--- src/rtl/riscv_pkg.sv ---
// Shared RV32 front-end constants and the fetch FSM state encoding.
package riscv_pkg;

  localparam int unsigned XLEN     = 32;
  localparam int unsigned OPCODE_W = 7;
  localparam logic [XLEN-1:0] NOP_INSTR = 32'h0000_0013;

  typedef enum logic [1:0] {
    FETCH_REQ  = 2'd0,
    FETCH_WAIT = 2'd1,
    FETCH_DROP = 2'd2
  } fetch_state_e;

  // Fetch targets are word aligned; the two low bits of a target are discarded.
  function automatic logic [XLEN-1:0] align_pc(input logic [XLEN-1:0] pc);
    return pc & {{(XLEN-2){1'b1}}, 2'b00};
  endfunction

endpackage

--- src/rtl/if_id_reg.sv ---
// IF/ID pipeline register: load a fetched word, hold under stall, drain or flush.
module if_id_reg
  import riscv_pkg::*;
(
  input  logic            clk,
  input  logic            rst,
  input  logic            flush_i,
  input  logic            load_i,
  input  logic            drain_i,
  input  logic [XLEN-1:0] pc_i,
  input  logic [XLEN-1:0] instr_i,
  output logic            valid_o,
  output logic [XLEN-1:0] pc_o,
  output logic [XLEN-1:0] instr_o
);

  logic            valid_q;
  logic [XLEN-1:0] pc_q;
  logic [XLEN-1:0] instr_q;

  // Flush outranks load; drain only clears the valid bit, data fields keep their last value.
  always_ff @(posedge clk) begin
    if (rst) begin
      valid_q <= 1'b0;
      pc_q    <= '0;
      instr_q <= NOP_INSTR;
    end else if (flush_i) begin
      valid_q <= 1'b0;
    end else if (load_i) begin
      valid_q <= 1'b1;
      pc_q    <= pc_i;
      instr_q <= instr_i;
    end else if (drain_i) begin
      valid_q <= 1'b0;
    end
  end

  assign valid_o = valid_q;
  assign pc_o    = pc_q;
  assign instr_o = instr_q;

endmodule

--- src/rtl/fetch_stage.sv ---
// Instruction fetch stage: single-outstanding request FSM, PC register and IF/ID register.
module fetch_stage
  import riscv_pkg::*;
#(
  parameter logic [XLEN-1:0] RESET_PC = 32'h0000_0000
) (
  input  logic                clk,
  input  logic                rst,
  output logic                imem_req_valid,
  input  logic                imem_req_ready,
  output logic [XLEN-1:0]     imem_addr,
  input  logic                imem_rsp_valid,
  output logic                imem_rsp_ready,
  input  logic [XLEN-1:0]     imem_rsp_data,
  input  logic                stall_id,
  input  logic                redirect_valid,
  input  logic [XLEN-1:0]     redirect_pc,
  output logic                ifid_valid,
  output logic [XLEN-1:0]     ifid_pc,
  output logic [XLEN-1:0]     ifid_instr,
  output logic [OPCODE_W-1:0] ifid_opcode
);

  fetch_state_e    state_q;
  logic [XLEN-1:0] pc_q;
  logic            can_load_s;
  logic            rsp_hs_s;
  logic            ifid_load_s;

  assign can_load_s  = !ifid_valid || !stall_id;
  assign rsp_hs_s    = imem_rsp_valid && imem_rsp_ready;
  // A response that meets a redirect is consumed but never written to IF/ID.
  assign ifid_load_s = (state_q == FETCH_WAIT) && rsp_hs_s && !redirect_valid;

  // Handshake outputs decode from state and are forced low throughout reset.
  always_comb begin
    imem_req_valid = 1'b0;
    imem_rsp_ready = 1'b0;
    if (!rst) begin
      case (state_q)
        FETCH_REQ:  imem_req_valid = 1'b1;
        FETCH_WAIT: imem_rsp_ready = redirect_valid || can_load_s;
        FETCH_DROP: imem_rsp_ready = 1'b1;
        default: begin
          imem_req_valid = 1'b0;
          imem_rsp_ready = 1'b0;
        end
      endcase
    end else begin
      imem_req_valid = 1'b0;
      imem_rsp_ready = 1'b0;
    end
  end

  // Fetch FSM and PC; a redirect always wins the PC update.
  always_ff @(posedge clk) begin
    if (rst) begin
      state_q <= FETCH_REQ;
      pc_q    <= RESET_PC;
    end else begin
      if (redirect_valid) begin
        pc_q <= align_pc(redirect_pc);
      end else if (ifid_load_s) begin
        pc_q <= pc_q + 32'd4;
      end
      case (state_q)
        FETCH_REQ: begin
          if (imem_req_ready) begin
            state_q <= redirect_valid ? FETCH_DROP : FETCH_WAIT;
          end
        end
        FETCH_WAIT: begin
          if (rsp_hs_s) begin
            state_q <= FETCH_REQ;
          end else if (redirect_valid) begin
            state_q <= FETCH_DROP;
          end
        end
        FETCH_DROP: begin
          if (imem_rsp_valid) begin
            state_q <= FETCH_REQ;
          end
        end
        default: state_q <= FETCH_REQ;
      endcase
    end
  end

  assign imem_addr = pc_q;

  if_id_reg u_if_id_reg (
    .clk     (clk),
    .rst     (rst),
    .flush_i (redirect_valid),
    .load_i  (ifid_load_s),
    .drain_i (!stall_id),
    .pc_i    (pc_q),
    .instr_i (imem_rsp_data),
    .valid_o (ifid_valid),
    .pc_o    (ifid_pc),
    .instr_o (ifid_instr)
  );

  assign ifid_opcode = ifid_instr[OPCODE_W-1:0];

endmodule

--- config.mk ---
export PLATFORM = sky130hd
export DESIGN_NAME = fetch_stage
export DESIGN_NICKNAME = d
export VERILOG_FILES = /design/src/rtl/riscv_pkg.sv /design/src/rtl/if_id_reg.sv /design/src/rtl/fetch_stage.sv
export SDC_FILE = /design/constraint.sdc
export NUM_CORES = 1
export LEC_CHECK = 0
export ABC_AREA = 1
export CAP_MARGIN = 40
export CELL_PAD_IN_SITES_DETAIL_PLACEMENT = 0
export CELL_PAD_IN_SITES_GLOBAL_PLACEMENT = 1
export CORE_ASPECT_RATIO = 1.25
export CORE_MARGIN = 2
export CORE_UTILIZATION = 32
export DETAILED_ROUTE_END_ITERATION = 8
export GPL_ROUTABILITY_DRIVEN = 0
export GPL_TIMING_DRIVEN = 0
export MAX_ROUTING_LAYER = met4
export PLACE_DENSITY_LB_ADDON = 0.1
export SYNTH_ARGS = -nofsm -noshare
export SYNTH_HDL_FRONTEND = slang
export SYNTH_SLANG_ARGS = --single-unit
export TNS_END_PERCENT = 30
--- constraint.sdc ---
create_clock -name clk -period 4.6 [get_ports clk]
set_input_delay 0.92 -clock clk [delete_from_list [all_inputs] [get_ports clk]]
set_output_delay 0.92 -clock clk [all_outputs]
set_load 0.005 [all_outputs]
==> flow_summary.ini <==
[run_status]
status = finished clean

[global_route]
grt_usage_pct = 21.85
grt_pass1_vias = 4889
antenna_found_initial = 0
grt-ovfl-total = 0
grt_max_degree = 17
grt_pass1_wl_um = 25830

[power]
power_mw = 1.850
power.leakage_nw = 2.771
vdd_drop_max_uv = 129.4
cellPowerDensity_nw_per_um2 = 271.9

[drt]
drtPass1Iterations = 4
wl_met3_um = 767
wl_per_cell_um = 15.30
met1_length_um = 7323
drc = 0
wl_met2_um = 8057
drt-initial-drc-count = 241
wl_um = 16480
viasPerCell = 4.760
ant_nets = 0
vias = 5127
dr.max_layer_used = met4

[setup_path]
critPathMostFrequentCell = clkbuf_1
end_kind = primary output
crit_type = in2out
required_ns = 3.68
worstPathArrival_ns = 2.30
cp.depth = 4
crit_fanout = 10
crit_chain = clkbuf_1, clkbuf_1, nor2_1, clkdlybuf4s50_1
path_buf_inv = 3
slowest_stage = clkdlybuf4s50_1
crit_path_start_kind = primary input
cp_slowest_stage_delay_ns = 0.46
rr_worst_depth = 10
cp_top_family = buffers and inverters

[timing]
maxSlewHeadroom_pct = 51.45
hold_viol = 0
final-setup-viol-count = 0
tns_ns = 0
period_needed_ns = 3.218
layout_worst_path_cycle_share_pct = 69.96
fmax_mhz = 310.7
rsz0062_at_grt = no
fin_skew_ns = 0.007322
whs_ns = 0.4666
tightest_slew_ns = 0.7283
slew_viol_final = 0

[final_layout]
nFillCells = 1538
drive_above_1_share_pct = 5.228
nNetsFinal = 968
syn2layout_area_growth_pct = 47.17
antenna_cells = 0
instances_no_fill = 1077
multi_input_area_sq_um = 2332
register_area_sq_um = 1902

[clock_tree]
cts_hold_buf = 0
clockBufferDepth = 2
ctsHtreeMaxLevel = 3
cts_tree = built
cts.sinks = 95
cts.clk_slew.worst_paths_ns = 0.07
post_cts_buffers = 0
cts_resized = 0
clk_latency_ns = 0.35
numCtsBuffers = 9
cts_root_buffer = clkbuf_16

[logic_synthesis]
synth_cell_types = 23
synth_area_per_cell_sq_um = 6.484
synth_area_leaders = dfxtp_1 (41%), nand2_1 (15%), nor2_1 (13%)
synth_most_common_cell = nand2_1
synth_area_leader_cell = dfxtp_1
yosys_warnings = 0
synth_edf_count = 0
postSynthCellCount = 713
ys_ff_latch = 95
synth_top_cell_area_share_pct = 41.14
netlist_area_sq_um = 4623
ys.flop_type = dfxtp_1
async_reset_ff_share_pct = 0
ys_top_cells_by_count = nand2_1 (189), nor2_1 (155), dfxtp_1 (95), o21ai_0 (73), a21oi_1 (47)
ys_seq_area_share_pct = 41.14

[die]
fp-row-count = 49
core_area_sq_um = 14290
die_w_um = 111.5
dieArea_sq_um = 15430
num_io_pins = 176
start_util_pct = 32.36
die_y_um = 138.4

[placed_design]
dp_cells = 1061
port_buffers = 167
dpl.hpwl_um = 12760

[hold_path]
hold_class = reg2reg
whs_path_depth = 2

[flow_run]
maxCapViolations = 0
[worst min-delay path, stage by stage, from the launching register on]
cell and delay (ns):
dfxtp_1 0.31, nand2_1 0.06, a21oi_1 0.05
[placed cells by master (no fill, tap or decap), types with 2 or more instances in the layout]
cell,netlist,routed
nor2_1,155,155
nor3_1,4,4
xor2_1,7,7
clkbuf_1,20,21
buf_2,14,14
inv_1,42,42
conb_1,1,4
clkbuf_16,0,9
clkinvlp_4,0,2
inv_2,2,2
xnor2_1,2,2
o21ai_0,73,73
dfxtp_1,95,95
a21oi_1,47,47
ha_1,4,4
buf_4,12,12
nand3_1,34,34
clkdlybuf4s50_1,0,167
nand2_1,189,189
nand3b_1,6,6
clkinv_4,0,2
[final timing paths]
| path | startpoint | to | slack [ns] |
|---|---|---|---|
| setup / recovery | rst | imem_rsp_ready | 1.38 |
| hold / removal | u_if_id_reg.pc_o[28] | u_if_id_reg.pc_o[28] | 0.47 |
| setup reg to reg | imem_addr[3] | imem_addr[12] | 2.36 |
| hold reg to reg | u_if_id_reg.pc_o[28] | u_if_id_reg.pc_o[28] | 0.47 |
[cell families after synthesis]
family / synth area share [%]
AOI/OAI and AO/OA: 13.13
xor gates and xnor gates: 1.705
DFF: 41.14
adders and majority gates: 1.083
buffers and inverters: 8.660
other: 0.08111
and+or+nand+nor: 34.21
[flip-flops by register name, summed over array words and instances (netlist names)]
signal,cells
u_if_id_reg.instr_o,32
imem_addr,30
u_if_id_reg.pc_o,30
state_q,2
u_if_id_reg.valid_o,1
[through the flow]
stage / utilization (%) / cell area, sq um / setup slack, ns
3_5_place_dp: 45.70 / 6529 / 1.355
5_1_grt: 47.63 / 6804 / 1.249
2_1_floorplan: - / 4634 / 2.220
6_report: 47.63 / 6804 / 1.382
3_3_place_gp: 45.70 / 6529 / 1.346
4_1_cts: 47.63 / 6804 / 1.350
[layout make-up]
cell class / instances / area share, %
buffer: 46 / 3.457
clock buffer: 10 / 3.365
clock inverter: 6 / 0.6804
inverter: 44 / 2.427
multi-input combinational: 531 / 34.28
sequential: 95 / 27.95
tap: 178 / 3.273
timing repair buffer: 167 / 24.57
[power breakdown]
group | switching [mW] | total, mW | internal (mW)
clock network | 0.343 | 0.713 | 0.370
logic | 0.123 | 0.256 | 0.133
registers | 0.0368 | 0.881 | 0.844
[per-layer routing]
layer / vias to the layer above / global-route usage, %
li1: 2609 / -
met1: 2356 / 27.07
met2: 146 / 36.36
met3: 16 / 3.113
met4: 0 / 7.862
met5: - / -
No activity file was read; power rests on OpenSTA's default activity.
